===== src/rtl/jtcop_bus_resp.sv =====
// Responder for the main 68000 bus: terminates chip-selected cycles with DTACKn or BERRn,
// gating on SDRAM ok flags, a minimum wait-state count and a timeout.
module jtcop_bus_resp #(
  parameter int unsigned MINWAIT = 2,
  parameter int unsigned OKDLY   = 2,
  parameter int unsigned TOUT    = 255
) (
  input  logic        rst,
  input  logic        clk,
  input  logic        cpu_cen,
  input  logic        ASn,
  input  logic        UDSn,
  input  logic        LDSn,
  input  logic        RnW,
  input  logic [2:0]  FC,
  input  logic        rom_cs,
  input  logic        ram_cs,
  input  logic        vram_cs,
  input  logic        io_cs,
  input  logic        rom_ok,
  input  logic        ram_ok,
  input  logic [15:0] rom_data,
  input  logic [15:0] ram_data,
  input  logic [15:0] io_data,
  output logic        DTACKn,
  output logic        BERRn,
  output logic [15:0] cpu_din,
  output logic        busy
);

  localparam logic [3:0] WaitMax = 4'(MINWAIT);
  localparam logic [7:0] OkMax   = 8'(OKDLY);
  localparam logic [7:0] ToMax   = 8'(TOUT);

  typedef enum logic [1:0] {StIdle, StWait, StAck, StBerr} state_e;

  state_e      state_q, state_d;
  logic [3:0]  waitcnt_q, waitcnt_d;
  logic [7:0]  okdly_q, okdly_d;
  logic [7:0]  tocnt_q, tocnt_d;
  logic        armed_q, armed_d;
  logic [15:0] din_q, din_d;
  logic        dtackn_q, dtackn_d;
  logic        berrn_q, berrn_d;

  logic        sel_rom, sel_ram, sel_io, sdram_src;
  logic        src_ok, go_ack, go_berr, cycle_start;
  logic [15:0] src_data;

  // Source priority: ROM, then RAM/VRAM, then IO, otherwise open bus.
  always_comb begin
    sel_rom   = rom_cs;
    sel_ram   = !rom_cs && (ram_cs || vram_cs);
    sel_io    = !rom_cs && !ram_cs && !vram_cs && io_cs;
    sdram_src = sel_rom || sel_ram;
    src_ok    = 1'b1;
    src_data  = 16'hFFFF;
    if (sel_rom) begin
      src_ok   = (okdly_q == OkMax) && rom_ok;
      src_data = rom_data;
    end else if (sel_ram) begin
      src_ok   = (okdly_q == OkMax) && ram_ok;
      src_data = ram_data;
    end else if (sel_io) begin
      src_data = io_data;
    end
    go_ack  = (waitcnt_q == WaitMax) && src_ok;
    go_berr = sdram_src && (tocnt_q == ToMax) && !go_ack;
    // armed_q guarantees at least one IDLE clk with ASn high before a new cycle.
    cycle_start = armed_q && !ASn && !(UDSn && LDSn) && (FC != 3'b111);
  end

  always_comb begin
    state_d   = state_q;
    waitcnt_d = waitcnt_q;
    okdly_d   = okdly_q;
    tocnt_d   = tocnt_q;
    armed_d   = armed_q;
    din_d     = din_q;
    case (state_q)
      StIdle: begin
        armed_d = armed_q | ASn;
        if (cycle_start) begin
          state_d   = StWait;
          waitcnt_d = '0;
          okdly_d   = '0;
          tocnt_d   = '0;
          armed_d   = 1'b0;
        end
      end
      StWait: begin
        if (cpu_cen && waitcnt_q != WaitMax) waitcnt_d = waitcnt_q + 4'd1;
        if (okdly_q != OkMax) okdly_d = okdly_q + 8'd1;
        if (sdram_src && cpu_cen && tocnt_q != ToMax) tocnt_d = tocnt_q + 8'd1;
        if (ASn) begin
          state_d = StIdle;
        end else if (go_ack) begin
          state_d = StAck;
          if (RnW) din_d = src_data;
        end else if (go_berr) begin
          state_d = StBerr;
        end
      end
      StAck, StBerr: begin
        if (ASn) state_d = StIdle;
      end
      default: state_d = StIdle;
    endcase
    dtackn_d = (state_d != StAck);
    berrn_d  = (state_d != StBerr);
  end

  always_ff @(posedge clk or posedge rst) begin
    if (rst) begin
      state_q   <= StIdle;
      waitcnt_q <= '0;
      okdly_q   <= '0;
      tocnt_q   <= '0;
      armed_q   <= 1'b0;
      din_q     <= 16'hFFFF;
      dtackn_q  <= 1'b1;
      berrn_q   <= 1'b1;
    end else begin
      state_q   <= state_d;
      waitcnt_q <= waitcnt_d;
      okdly_q   <= okdly_d;
      tocnt_q   <= tocnt_d;
      armed_q   <= armed_d;
      din_q     <= din_d;
      dtackn_q  <= dtackn_d;
      berrn_q   <= berrn_d;
    end
  end

  assign DTACKn  = dtackn_q;
  assign BERRn   = berrn_q;
  assign cpu_din = din_q;
  assign busy    = (state_q != StIdle);

endmodule

===== config.mk =====
export PLATFORM = sky130hd
export DESIGN_NAME = jtcop_bus_resp
export DESIGN_NICKNAME = d
export VERILOG_FILES = /design/src/rtl/jtcop_bus_resp.sv
export SDC_FILE = /design/constraint.sdc
export NUM_CORES = 1
export LEC_CHECK = 0
export CORE_MARGIN = 4
export CORE_UTILIZATION = 45
export DETAILED_ROUTE_END_ITERATION = 8
export GPL_TIMING_DRIVEN = 0
export PLACE_DENSITY_LB_ADDON = 0.1
export SYNTH_ARGS = -nofsm -noshare
export SYNTH_HDL_FRONTEND = slang
export SYNTH_SLANG_ARGS = --single-unit

===== constraint.sdc =====
create_clock -name clk -period 3.4 [get_ports clk]
set_input_delay 1.02 -clock clk [delete_from_list [all_inputs] [get_ports clk]]
set_output_delay 1.02 -clock clk [all_outputs]
set_load 0.01 [all_outputs]

Yosys cells after proc, flatten, opt, wreduce, memory -nomap -nowiden. Cells that the tools add are included.

Output and inout bits: 19. Flip-flop bits (word level): 41. Bits of input ports: 64. Logic and storage cells: 81.

Bitwise gates (word level): 2. Reduce and logical (&&, ||, !) cells: 32. Add/subtract/negate cells: 3. Mux-type cells: 20. Equality and inequality tests: 16.

Operators by type and width (count): 16-bit 2-to-1 mux (3); 8-bit one-hot mux with 2 select lines (2); 8-bit 2-to-1 mux (3); 8-bit by 1-bit adder with 8-bit output (second input constant) (2); 1-bit logical AND (16); 2-bit inequality test (second input constant) (6); 2-bit 2-to-1 mux (5); 3-bit AND reduction (3); 8-bit by 2-bit equality test with 1-bit output (second input constant) (1); 8-bit equality test (second input constant) (1); 4-bit 2-to-1 mux (2); 8-bit by 2-bit inequality test with 1-bit output (second input constant) (1); 8-bit inequality test (second input constant) (1); 4-bit one-hot mux with 2 select lines (1); 1-bit zero test (6); 2-bit one-hot mux with 3 select lines (1); 4-bit by 1-bit adder with 4-bit output (second input constant) (1); 2-bit equality test (second input constant) (2); 4-bit by 2-bit equality test with 1-bit output (second input constant) (1); 4-bit by 2-bit inequality test with 1-bit output (second input constant) (1); 4-bit AND reduction (1); 2-bit nonzero test (2); 1-bit 2-to-1 mux (3); 3-bit inequality test (second input constant) (1); other kinds (6) (7).

Logic depth before layout (Yosys ltp).
Depth in word-level cells: 12. Depth in mapped cells: 7. Mapped depth without buffers: 6.

Worst setup path after synthesis. OpenSTA, ideal clock, no wires.

Path kind: in2reg. Start: input port rom_cs. End: register din_q[0], in the netlist cpu_din[0]. Setup time: 82 ps. Cell stages on the path: 6. Data arrival time: 2864 ps. Slack: 454 ps. Buffers on the path: 2. Cells stage by stage: clkdlybuf4s15_2 > or3_2 > o41a_1 > nor4_4 > buf_6 > mux2_2.

Cells in the longest elaborated chain, start to end: 7. Elaborated cells between the ends (all ways): 12. Those cells by class: mux (5); reduce/logical (7).

Ends and longest elaborated chain: start, declared (line 16) `input logic rom_cs,`; 1-bit zero test (line 53, 54); 1-bit logical AND (3 in a row) (line 54) `sel_io = !rom_cs && !ram_cs && !vram_cs && io_cs;`; 16-bit 2-to-1 mux (line 64) `end else if (sel_io) begin`; 16-bit 2-to-1 mux (line 61) `end else if (sel_ram) begin`; 16-bit 2-to-1 mux (line 58) `if (sel_rom) begin`; end signal, assigned (line 129) `din_q <= din_d;`; end, declared (line 42) `logic [15:0] din_q, din_d;`.

Several ways; a longest one is shown, not always the timed one. A chain may end at the register's enable or synchronous reset.

Final worst setup path.
Start: input port vram_cs. End: register din_q[7], in the netlist cpu_din[7].

Cells in the longest elaborated chain, start to end: 6. Elaborated cells between the ends (all ways): 12. Those cells by class: mux (5); reduce/logical (7).

Ends and longest elaborated chain: start, declared (line 18) `input logic vram_cs,`; 1-bit logical OR / 1-bit zero test (equally long branches) (line 53, 54); 1-bit logical AND (on tied branches) (line 53, 54); 1-bit 2-to-1 mux / 1-bit logical AND (equally long branches) (line 61, 54); 1-bit 2-to-1 mux / 16-bit 2-to-1 mux (equally long branches) (line 58, 64); 1-bit logical AND / 16-bit 2-to-1 mux (equally long branches) (line 67, 61); 4-bit AND reduction (no line) / 16-bit 2-to-1 mux (equally long branches).

Several ways; a longest one is shown, not always the timed one.

==> flow_metrics.env <==
export IMPL_slowest_delay_ns=0.56
export IMPL_ys_ff_latch=41
export IMPL_ios=83
export IMPL_min_path_type="flop to flop"
export IMPL_root_buffer="clkbuf_8"
export IMPL_final_nets=398
export IMPL_cts_sinks=41
export IMPL_fin_worst_hold_slack_ns=0.498
export IMPL_hold_buffers=0
export IMPL_drt_initial_drc_count=52
export IMPL_sw_frac_of_total_pct=30.1
export IMPL_post_layout_nonfiller_instances=400
export IMPL_critPathRequiredTime_ns=3.62
export IMPL_dp_cells=392
export IMPL_synth_area_mm2=0.00237
export IMPL_hold_violations=0
export IMPL_power_density_mw_per_mm2=434
export IMPL_critical_path_startpoint_type="input pin"
export IMPL_initial_core_util_pct=46.3
export IMPL_rows=26
export IMPL_power_leakage_uw=0.00133
export IMPL_cap_violations=0
export IMPL_cts_tree="done"
export IMPL_die_w_um=80.5
export IMPL_power_frac_comb_pct=29.6
export IMPL_drtPass1Iterations=4
export IMPL_synth_cell_types=41
export IMPL_grt_overflow_total=0
export IMPL_p_int_uw=1020
export IMPL_tightest_slew_ns=0.821
export IMPL_most_common_layout_cells="81 x clkdlybuf4s50_1, 39 x o21ai_0, 24 x nand2_1"
export IMPL_io_buffers=81
export IMPL_slew_viol_final=0
export IMPL_routed_top_layer="met4"
export IMPL_fin_skew_ns=0.00670
export IMPL_routed_wl_um=5920
export IMPL_gp_congestion=0.772
export IMPL_postRouteAntennaNets=0
export IMPL_rsz0062_at_grt="no"
export IMPL_relSlewSlack_pct=45.2
export IMPL_finalWorstSetupSlack_ns=0.245
export IMPL_syn_mean_instance_area_um2=9.82
export IMPL_path_buf_inv=2
export IMPL_synthCells=241
export IMPL_final_core_util_pct=66.0
export IMPL_p_total_uw=1460
export IMPL_area_delta_synth_final_pct=42.5
export IMPL_p_switching_uw=441
export IMPL_cts_resized_gates=0
export IMPL_routed_wl_met2_um=2480
export IMPL_clockPowerShare_pct=26.0
export IMPL_cp_max_fo=10
export IMPL_path_cells="clkdlybuf4s50_1, or3_2, o41a_1, nor4_4, buf_6, mux2_2"
export IMPL_critPathCaptureType="flop"
export IMPL_synth_top_area_share_pct=24.3
export IMPL_post_cts_buffers=0
export IMPL_antenna_cells=0
export IMPL_grt_pass1_wl_um=9530
export IMPL_die_y_um=80.5
export IMPL_timing_fmax_mhz=317
export IMPL_grt_use_total_pct=18.8
export IMPL_finalCriticalPeriod_ns=3.15
export IMPL_syn_nets=310
export IMPL_antenna_found_initial=0
export IMPL_ys_top_cells_by_area="dfrtp_1 24%, dfstp_2 20%, o21ai_0 8.2%, mux2_2 7.6%, or4b_2 6.8%"
export IMPL_seq_power_share_pct=44.4
export IMPL_htree_levels=2
export IMPL_drc_errors=0
export IMPL_vias_per_cell=5.35
export IMPL_coreArea_mm2=0.00511
export IMPL_cp_top_family="simple AND/OR/NAND/NOR gates"
export IMPL_ys_seq_area_share_pct=44.3
export IMPL_reg2reg_slack_ns=0.72
export IMPL_layout_commonest_cell="clkdlybuf4s50_1"
export IMPL_irDropWorstVdd_mv=0.307
export IMPL_place_ws_ns=-0.0903
export IMPL_cts_buffers=5
export IMPL_grt_pass1_vias=2006
export IMPL_layout_drive_gt1_share_pct=20.6
export IMPL_synth_top_cell_by_area="dfrtp_1"
export IMPL_cp_arrival_ns=3.38
export IMPL_clk_path_buf_depth=2
export IMPL_status="finished, final reports clean"
export IMPL_clk_latency_ns=0.29
export IMPL_avgRoutedWirePerCell_um=14.8
export IMPL_wl_met3_um=528
export IMPL_met1_length_um=2830
export IMPL_slowest_stage="or3_2"
export IMPL_synth_warnings=0
export IMPL_via_count=2140
export IMPL_setup_viol_count_final=0
export IMPL_die_area_mm2=0.00649
export IMPL_setup_worst_path_class="input pin to flop"
export IMPL_clk_pin_slew_ns=0.07
export IMPL_dp_hpwl_um=4620
export IMPL_fin_crit_sh_pct=92.8
export IMPL_grt_start_max_net_pins=42
-- per-layer routing --
layer	vias up	GRT usage, %
met4	0	6.59
li1	1065	-
met2	78	29.1
met3	6	5.38
met1	991	25.2
met5	-	0
-- flip-flops by register name (all words and copies together) (netlist names) --
name       cells
cpu_din       16
waitcnt_q      4
tocnt_q        8
DTACKn         1
okdly_q        8
armed_q        1
state_q        2
BERRn          1
-- synthesized netlist by cell type (all sizes together) --
library cell / n
buf: 1
nand3: 12
o211ai: 2
or4: 3
or2b: 1
nand4: 7
nor2: 13
and2b: 1
o21ai: 39
a21oi: 8
a31oi: 1
nor2b: 2
mux2: 16
and4b: 1
mux2i: 1
xor2: 7
and3: 1
and4: 1
nor3b: 2
o41a: 1
clkdlybuf4s15: 1
dfrtp: 23
and3b: 1
o311a: 1
a2bb2oi: 1
clkbuf: 10
inv: 7
nor3: 1
or4b: 17
o41ai: 1
a31o: 1
or3: 3
or3b: 1
ha: 5
o31ai: 5
dfstp: 18
nor4: 1
nand2: 24
-- cell type report --
type | instances | area [um2]
clock inverter | 2 | 35.0
timing repair buffer | 81 | 811
clock buffer | 6 | 72.6
buffer | 12 | 63.8
tap | 70 | 87.6
fill | 445 | 1730
inverter | 7 | 26.3
multi-input combinational | 181 | 1230
sequential | 41 | 1050
-- per-stage QoR --
stage                     area (um2)  setup TNS, ns
after floorplan                 2370              0
after global placement          3270         -0.566
after detailed placement        3270         -0.849
after CTS                       3370              0
after global routing            3370              0
final                           3370              0
-- cell families (layout without fill, tap and decap cells) --
family / Yosys count / in the layout / synth area share [%]
simple gates: 92 / 92 / 24.2
compound gates: 60 / 60 / 14.4
flops: 41 / 41 / 44.3
buf+inv: 19 / 108 / 3.81
mux: 17 / 17 / 8.03
xor+xnor: 7 / 7 / 2.59
fa+ha+maj: 5 / 5 / 2.64
-- worst paths after layout --
| kind | depth (start not counted) | end | from |
|---|---|---|---|
| max | 6 | cpu_din[7]$_DFFE_PP1P_ | vram_cs |
| max in group asynchronous | 2 | okdly_q[5]$_DFFE_PP0P_ | rst |
| min | 2 | armed_q$_DFFE_PP0P_ | armed_q$_DFFE_PP0P_ |
| min in group asynchronous | 2 | tocnt_q[4]$_DFFE_PP0P_ | rst |
| max reg2reg | 7 | cpu_din[7]$_DFFE_PP1P_ | okdly_q[0]$_DFFE_PP0P_ |
| min reg2reg | 2 | armed_q$_DFFE_PP0P_ | armed_q$_DFFE_PP0P_ |
-- power by group through the flow --
stage / registers, uW / clock network [uW] / logic, uW
finish: 650 / 380 / 434
global route: 667 / 413 / 485
detailed placement: 659 / 0 / 436
CTS: 651 / 392 / 439
global placement: 656 / 0 / 427
floorplan: 657 / 0 / 236
-- worst register-to-register path: stages, from the launching register on --
cell and delay, ns:
dfrtp_1 0.45, inv_1 0.09, ha_1 0.13, or4b_4 0.46, o41a_1 0.38, nor4_4 0.53, buf_6 0.23, mux2_2 0.34
Note: power is estimated with default switching activity, not from simulation.
==> patch: new RTL, same flow settings <==
Put one more register stage on the output `BERRn`, without a reset. The value now appears one clock later. The other outputs are not delayed to match. Comments in the files are not updated.
--- a/src/rtl/jtcop_bus_resp.sv
+++ b/src/rtl/jtcop_bus_resp.sv
@@ -135,3 +135,5 @@
   assign DTACKn  = dtackn_q;
-  assign BERRn   = berrn_q;
+  always_ff @(posedge clk) begin
+    BERRn <= berrn_q;
+  end
   assign cpu_din = din_q;
Check against the original RTL: same outputs for any inputs over 10 cycles, from zero or initial values and one cycle with rst high; that may be too few to reach the edited logic, so the function may still have changed.
==> patch against the original RTL <==
  * Power fell by 2.7%
  * Sequential cell count up 1
  * Sequential power is 2% higher
  * Combinational power down 1%
  * Area after synthesis grew 0.85%
  * Fmax is 1.3% lower
  * Final area rose by 0.15%
  * Critical path type unchanged
  * Synthesized cell count increased by 0.41%
  * Cell count increased by 0.25%
  * Wire length increased by 2.3%
  * Setup slack lost 0.042 ns
  * Clock power down 13%
==> patch: results (changes against the original RTL) <==
wl_um: 6050  # +2.3%
synthTopCellsByArea: "sky130_fd_sc_hd__dfrtp_1 24%, sky130_fd_sc_hd__dfstp_2 20%, sky130_fd_sc_hd__o21ai_0 8.2%, sky130_fd_sc_hd__mux2_2 7.5%, sky130_fd_sc_hd__or4b_2 6.7%"
cts.repair.resized: 0  # unchanged
worstPathMaxFanout: 10  # unchanged
max_stage_delay_ns: 0.56  # about the same
cts_h_tree_depth: 2  # unchanged
largest_net_degree_at_the_start_of_global_routing: 42  # unchanged
ys_types: 42  # +2.4%
slew_headroom_pct: 44.2  # -1.0 points
postSynth.asyncResetShare_pct: 97.6  # -2.4 points
crit_slowest_cell: "sky130_fd_sc_hd__or3_2"
grt_pass1_wl_um: 9760  # +2.5%
cp_arrival_ns: 3.43  # +0.05 ns
finClkSkew_ns: 0.00652  # -0.000173 ns
drtPass1Iterations: 5  # +1
cts_root_buf: "sky130_fd_sc_hd__clkbuf_8"
antenna_diode_count: 0  # unchanged
clkLatencyLatePin_ns: 0.29  # about the same
dr_vias: 2156  # +0.75%
detailedPlacementHpwl_um: 4660  # +0.82%
final_layout_size_suffix_gt1_share_pct: 20.8  # +0.24 points
synth_seq_area_share_pct: 44.8  # +0.47 points
dpl_worst_slack_ns: -0.123  # -0.0326 ns
postCtsSetupBuffers: 0  # unchanged
worst_ir_drop_vdd_mv: 0.324  # +5.7%
cellLeakagePower_nw: 1.34  # +0.15%
number_of_global_route_vias_before_repair: 2086  # +4.0%
cts_buffer_depth: 2  # unchanged
drtIter0Drc: 51  # -1.9%
final-hold-violation-count: 0  # unchanged
synth_common_cells: "39 x sky130_fd_sc_hd__o21ai_0, 24 x sky130_fd_sc_hd__nand2_1, 23 x sky130_fd_sc_hd__dfrtp_1"
num-nets-final: 399  # +0.25%
ys_dominant_reg_cell: "sky130_fd_sc_hd__dfrtp_1"
placement.io_buffers: 81  # unchanged
synth_fp_nets: 311  # +0.32%
critPathTopFamily: "simple AND/OR/NAND/NOR gates"
slew_viol_final: 0  # unchanged
max_ffs_per_register: 16  # unchanged
grtUsageTotal_pct: 18.9  # +0.080 points
antenna_found_initial: 0  # unchanged
cts_inserted_buffers: 5  # unchanged
timing.hold.worst.class: "reg2reg"
gp_routability_congestion: 0.760  # -1.5%
power.net_switching_mw: 0.459  # +4.2%
run_status: "completed"
yosys_warnings: 0  # unchanged
clk_pin_slew_worst_paths_ns: 0.09  # +0.02 ns
-- patch: cell type report --
type | instances | area [um2]
Fill cell | 474 | 1760
Buffer | 12 | 63.8
Sequential cell | 42 | 1070
Inverter | 7 | 26.3
Clock buffer | 5 | 68.8
Multi-Input combinational cell | 181 | 1230
Tap cell | 70 | 87.6
Clock inverter | 3 | 23.8
Timing Repair Buffer | 81 | 811
-- patch: cell families after synthesis --
kind of cell,count (synthesis),share of synthesized area [%]
XOR/XNOR,7,2.57
buffers and inverters,19,3.77
flip-flops,42,44.8
adder cells (fa/ha/maj),5,2.62
multiplexers,17,7.97
AO/OA/AOI/OAI,60,14.3
AND/OR/NAND/NOR,92,24.0
-- patch: worst paths after layout --
| check | from | end | slack [ns] | cells after the start |
|---|---|---|---|---|
| max reg2reg | okdly_q[0] | cpu_din[7] | 0.73 | 7 |
| max | vram_cs | cpu_din[7] | 0.20 | 6 |
| max in group asynchronous | rst | tocnt_q[4] | 1.67 | 2 |
| min reg2reg | berrn_q | BERRn | 0.40 | 0 |
| min in group asynchronous | rst | okdly_q[4] | 1.21 | 2 |
| min | berrn_q | BERRn | 0.40 | 0 |
-- patch: power by group through the flow --
| stage | sequential, mW | combinational, mW | clock (mW) |
|---|---|---|---|
| final | 0.665 | 0.429 | 0.331 |
| after global routing | 0.680 | 0.490 | 0.364 |
| after CTS | 0.664 | 0.436 | 0.344 |
| after detailed placement | 0.673 | 0.434 | 0 |
| after global placement | 0.670 | 0.426 | 0 |
| after floorplan | 0.669 | 0.236 | 0 |
-- patch: layer usage --
metal,up-vias,wire length [um],track usage (%)
met5,-,0,0
met2,83,2720,31.8
met4,0,54,4.05
met1,1002,2670,24.1
met3,7,605,5.76
li1,1064,-,-
-- patch: stage by stage --
step           setup TNS (ns)  cells  hold slack [ns]  power (mW)  instance area, um2
2_1_floorplan               0    242            0.386       0.904                2390
3_3_place_gp           -0.928    393            0.386        1.10                3290
3_5_place_dp            -1.19    393            0.390        1.11                3290
4_1_cts                     0    401            0.401        1.44                3380
5_1_grt                     0    401            0.407        1.53                3380
6_report                    0    401            0.400        1.42                3380
